==> config.mk <==
export PLATFORM = sky130hd
export DESIGN_NAME = control_sequencer
export DESIGN_NICKNAME = d
export VERILOG_FILES = /design/src/rtl/control_sequencer.sv
export SDC_FILE = /design/constraint.sdc
export NUM_CORES = 1
export LEC_CHECK = 0
export ABC_CLOCK_PERIOD_IN_PS = 2500
export CAP_MARGIN = 10
export CORE_AREA = 2 2 39 41
export CTS_BUF_LIST = sky130_fd_sc_hd__clkbuf_2 sky130_fd_sc_hd__clkbuf_4 sky130_fd_sc_hd__clkbuf_8
export DETAILED_ROUTE_END_ITERATION = 10
export DIE_AREA = 0 0 41 43
export GPL_TIMING_DRIVEN = 0
export PLACE_DENSITY = 0.77
export SETUP_SLACK_MARGIN = 0.2
export SKIP_LAST_GASP = 1
export SLEW_MARGIN = 20
export SYNTH_ARGS = -nofsm -noshare
export SYNTH_HDL_FRONTEND = slang
export SYNTH_SLANG_ARGS = --single-unit
==> constraint.sdc <==
create_clock -name CLK -period 2.5 [get_ports CLK]
set_clock_uncertainty 0.2 [all_clocks]
set_input_delay 0.625 -clock CLK [delete_from_list [all_inputs] [get_ports CLK]]
set_output_delay 0.625 -clock CLK [all_outputs]
set_load 0.05 [all_outputs]
==> src/rtl/control_sequencer.sv <==
// Microcoded-style control sequencer: six T-states of fetch/execute with a
// combinational control-word decode. Optional early retire via CTRL_EARLY_RETIRE_EN.
module control_sequencer (
  input  logic       CLK,
  input  logic       RESET,
  input  logic [3:0] opcode,
  input  logic       run,
  input  logic       step,
  output logic       enPC,
  output logic       OE_PC,
  output logic       WE_MAR,
  output logic       OE_RAM,
  output logic       WE_IR,
  output logic       OE_IR,
  output logic       WE_Acc,
  output logic       OE_Acc,
  output logic       WE_Breg,
  output logic       OE_ALU,
  output logic       SUB,
  output logic       WE_OR,
  output logic       HLT,
  output logic [2:0] tstate,
  output logic       instr_done
);

  typedef enum logic [2:0] {
    T1 = 3'd1,
    T2 = 3'd2,
    T3 = 3'd3,
    T4 = 3'd4,
    T5 = 3'd5,
    T6 = 3'd6
  } tstate_e;

  localparam logic [3:0] OP_LDA = 4'b0000;
  localparam logic [3:0] OP_ADD = 4'b0001;
  localparam logic [3:0] OP_SUB = 4'b0010;
  localparam logic [3:0] OP_OUT = 4'b1110;
  localparam logic [3:0] OP_HLT = 4'b1111;

  tstate_e state_q, state_d;
  tstate_e last_t;
  tstate_e succ_t;
  logic    hlt_q, hlt_d;
  logic    advance;
  logic    active;

  // Final T-state of the current instruction; the wrap back to T1 follows it.
`ifdef CTRL_EARLY_RETIRE_EN
  always_comb begin
    case (opcode)
      OP_LDA:         last_t = T5;
      OP_ADD, OP_SUB: last_t = T6;
      OP_OUT:         last_t = T4;
      OP_HLT:         last_t = T6;
      default:        last_t = T3;
    endcase
  end
`else
  always_comb last_t = T6;
`endif

  always_comb begin
    case (state_q)
      T1:      succ_t = T2;
      T2:      succ_t = T3;
      T3:      succ_t = T4;
      T4:      succ_t = T5;
      T5:      succ_t = T6;
      default: succ_t = T1;
    endcase
  end

  // run and step are simply ORed: one advance per edge no matter which is high.
  assign advance = (run | step) & ~hlt_q;

  always_comb begin
    // NOTE: every variable gets a default first so no path leaves it unassigned,
    // which would otherwise infer a latch.
    state_d = state_q;
    hlt_d   = hlt_q;
    if (advance) begin
      if (state_q == T4 && opcode == OP_HLT) begin
        hlt_d = 1'b1;
      end else if (state_q == last_t) begin
        state_d = T1;
      end else begin
        state_d = succ_t;
      end
    end
  end

  always_ff @(posedge CLK) begin
    // NOTE: non-blocking assignments so every register samples pre-edge values.
    if (RESET) begin
      state_q <= T1;
      hlt_q   <= 1'b0;
    end else begin
      state_q <= state_d;
      hlt_q   <= hlt_d;
    end
  end

  assign active = ~RESET & ~hlt_q;

  always_comb begin
    enPC    = 1'b0;
    OE_PC   = 1'b0;
    WE_MAR  = 1'b0;
    OE_RAM  = 1'b0;
    WE_IR   = 1'b0;
    OE_IR   = 1'b0;
    WE_Acc  = 1'b0;
    OE_Acc  = 1'b0;
    WE_Breg = 1'b0;
    OE_ALU  = 1'b0;
    SUB     = 1'b0;
    WE_OR   = 1'b0;
    if (active) begin
      case (state_q)
        T1: begin
          OE_PC  = 1'b1;
          WE_MAR = 1'b1;
        end
        T2: enPC = 1'b1;
        T3: begin
          OE_RAM = 1'b1;
          WE_IR  = 1'b1;
        end
        T4: begin
          case (opcode)
            OP_LDA, OP_ADD, OP_SUB: begin
              OE_IR  = 1'b1;
              WE_MAR = 1'b1;
            end
            OP_OUT: begin
              OE_Acc = 1'b1;
              WE_OR  = 1'b1;
            end
            default: ;
          endcase
        end
        T5: begin
          case (opcode)
            OP_LDA: begin
              OE_RAM = 1'b1;
              WE_Acc = 1'b1;
            end
            OP_ADD, OP_SUB: begin
              OE_RAM  = 1'b1;
              WE_Breg = 1'b1;
            end
            default: ;
          endcase
        end
        T6: begin
          if (opcode == OP_ADD || opcode == OP_SUB) begin
            OE_ALU = 1'b1;
            WE_Acc = 1'b1;
            SUB    = (opcode == OP_SUB);
          end
        end
        default: ;
      endcase
    end
  end

  assign instr_done = active & (state_q == last_t);
  assign HLT        = hlt_q;
  assign tstate     = state_q;

endmodule

==> metrics.cfg <==
[status]
run_status = finished with violations
violations = negative setup slack

[critical_path]
startpoint_type = input pin
arrival_ns = 1.73
path_max_fanout = 5
crit_end = WE_Breg
reg2reg_depth = 5
r2r_slack_ns = 0.61
worstReg2RegEnd = HLT$_SDFFE_PP0P_
critPathLaunch = RESET
critPathCaptureType = output pin
path_class = in -> out
r2r_start = tstate[1]$_SDFFE_PP0P_
crit_required_ns = 1.67

[clocking]
cts_tree = done
clk_pin_slew_ns = 0.04
numCtsBuffers = 3
cts.sinks = 4
cts-root-buf = clkbuf_4
clock_path_buffers = 2
ctsHtreeMaxLevel = 1
clock_latency_ns = 0.24

[layout]
final_nets = 102
regArea_um2 = 90.09
drive_above_1_share = 0.6989
n_fill_cell = 100
multi_input_area_um2 = 421.7
utilization = 0.7052
fin_cells = 109
syn_to_final_growth_pct = 156.6
insertedDiodeCount = 0

[route]
wl_per_cell_um = 13.75
drt-pass1-iter-count = 2
drt-initial-drc-count = 4
vias = 568
drtAntennaViolNets = 0
viasPerCell = 5.211
routed_wirelength_mm = 1.499
drc = 0

[placement]
hpwl_um = 953.2
pre_cts_ws_ns = -1.288
gp_congestion = 0.7456
placed_cells = 92
portBuffers = 24

[logic_synthesis]
synthTopCellsByArea = dfxtp_1, nor2_1, a21oi_1, nand2b_1, nor4b_1
syn-cell-area_um2 = 380.4
synth_largest_area_cell = dfxtp_1
avgSynthCellArea_um2 = 7.315
ys_warn_count = 0
synth_nets = 60
yosysTopAreaCellShare = 0.2105
ys_seq_area_frac = 0.2105
synth_cell_types = 29
ys_ff_latch = 4
synthCells = 52

[hold_path]
holdCritPathClass = reg -> reg

[floorplanning]
die_h_um = 43
die_x_um = 41
rows = 14
dieArea_mm2 = 0.001763
num_io_pins = 25
start_util = 0.2749
coreArea_mm2 = 0.001384

[timing]
slew_headroom = 0.6618
finalCritPeriodShare = 1.022
timing.hold.ws_ns = 0.3068
setup_viol = 4
worstMarginPinSlew_ns = 0.5064
hold_viol = 0
min_period_ns = 2.555
fmax_mhz = 391.3
rsz0062_at_grt = yes
postLayoutSetupSlackWorst_ns = -0.05533
slew_viol_final = 0

[job]
max_cap_violations = 0

[global_routing]
grt_pass1_wl_mm = 2.256
overflow = 0
grt_antenna_before_repair = 0
grt_start_max_net_pins = 11
grt_pass1_vias = 519
gr-usage-all-layers = 0.1859

[pwr]
p_leak_nw = 0.4221
powerDensity_mw_per_mm2 = 394.9
ir_drop_v = 0.0002784

## cell usage in the layout (no fill, tap or decap), types with 3 or more instances in the layout
cell	n
buf_6	13
clkbuf_4	4
buf_8	4
a21oi_1	3
clkdlybuf4s50_1	4
nor2_4	3
buf_4	13
## metal layers
layer	routed length, um	global-route usage	vias to the layer above
met4	21	0.08000	0
met5	0	0	-
met1	585	0.2226	269
met3	76	0.01571	2
li1	-	-	278
met2	816	0.3156	19
## critical path: stages
cell     delay, ns
buf_12        0.10
or3b_4        0.42
buf_6         0.14
nor4b_4       0.25
buf_6         0.19
## what timing repair did
| item | CTS | global route |
|---|---|---|
| pin swaps | 13 | 3 |
| gates cloned | 0 | 0 |
| endpoints found under the hold margin | 0 | 0 |
| endpoints found under the setup margin | 14 | 15 |
| hold buffers | 0 | 0 |
| setup buffers | 10 | 3 |
| resized for setup | 133 | 7 |
## worst min-delay path by stage
| stage | end | startpoint | slack (ns) | cells after the start |
|---|---|---|---|---|
| after detailed placement | HLT$_SDFFE_PP0P_ | HLT$_SDFFE_PP0P_ | 0.30 | 2 |
| after CTS | HLT$_SDFFE_PP0P_ | HLT$_SDFFE_PP0P_ | 0.31 | 2 |
| after global routing | HLT$_SDFFE_PP0P_ | HLT$_SDFFE_PP0P_ | 0.34 | 2 |
| final | HLT$_SDFFE_PP0P_ | HLT$_SDFFE_PP0P_ | 0.31 | 2 |
| after floorplan | HLT$_SDFFE_PP0P_ | HLT$_SDFFE_PP0P_ | 0.39 | 2 |
| after global placement | HLT$_SDFFE_PP0P_ | HLT$_SDFFE_PP0P_ | 0.29 | 2 |
## cells in the mapped netlist (all sizes together)
library cell	number
nor2	6
a21oi	4
dfxtp	4
inv	4
nand2b	3
nor3	3
or3	3
a211oi	2
buf	2
nand2	2
nor4b	2
o21ai	2
a211o	1
a21o	1
mux2	1
nand3	1
nand3b	1
nand4	1
nand4b	1
nor2b	1
nor4	1
o21a	1
o21bai	1
o41ai	1
or2	1
or3b	1
or4	1
## state kept, by name (all words and copies together), names as in the netlist
name,cells
tstate,3
HLT,1
## logic make-up (layout without fill, tap and decap cells)
group,count (synthesis),after routing,share of synthesized area
and+or+nand+nor,28,28,0.4474
buffers and inverters,6,47,0.08881
AOI/OAI and AO/OA,13,13,0.2237
muxes,1,1,0.02960
DFF,4,4,0.2105
## per-stage QoR
step | power (mW) | TNS [ns] | instance area (um^2)
CTS | 0.3754 | -0.2552 | 923.4
detailed placement | 0.2429 | -13.57 | 753.2
floorplan | 0.1926 | -0.4102 | 493.0
global route | 0.4023 | -0.2656 | 975.9
global placement | 0.2416 | -13.38 | 753.2
finish | 0.3854 | -0.1151 | 975.9
## layout make-up
class / instances / share of cell area
Tap cell: 16 / 0.02051
Clock buffer: 4 / 0.03077
Multi-Input combinational cell: 42 / 0.4321
Sequential cell: 4 / 0.09231
Inverter: 4 / 0.01538
Buffer: 2 / 0.02308
Timing Repair Buffer: 37 / 0.3859
## report_power, final
part	internal [mW]	switching [mW]	total (mW)
Sequential	0.0706	0.00901	0.0796
Clock	0.0711	0.0321	0.103
Combinational	0.0907	0.112	0.203
Total	0.232	0.153	0.385
(Power assumes the default switching activity.)
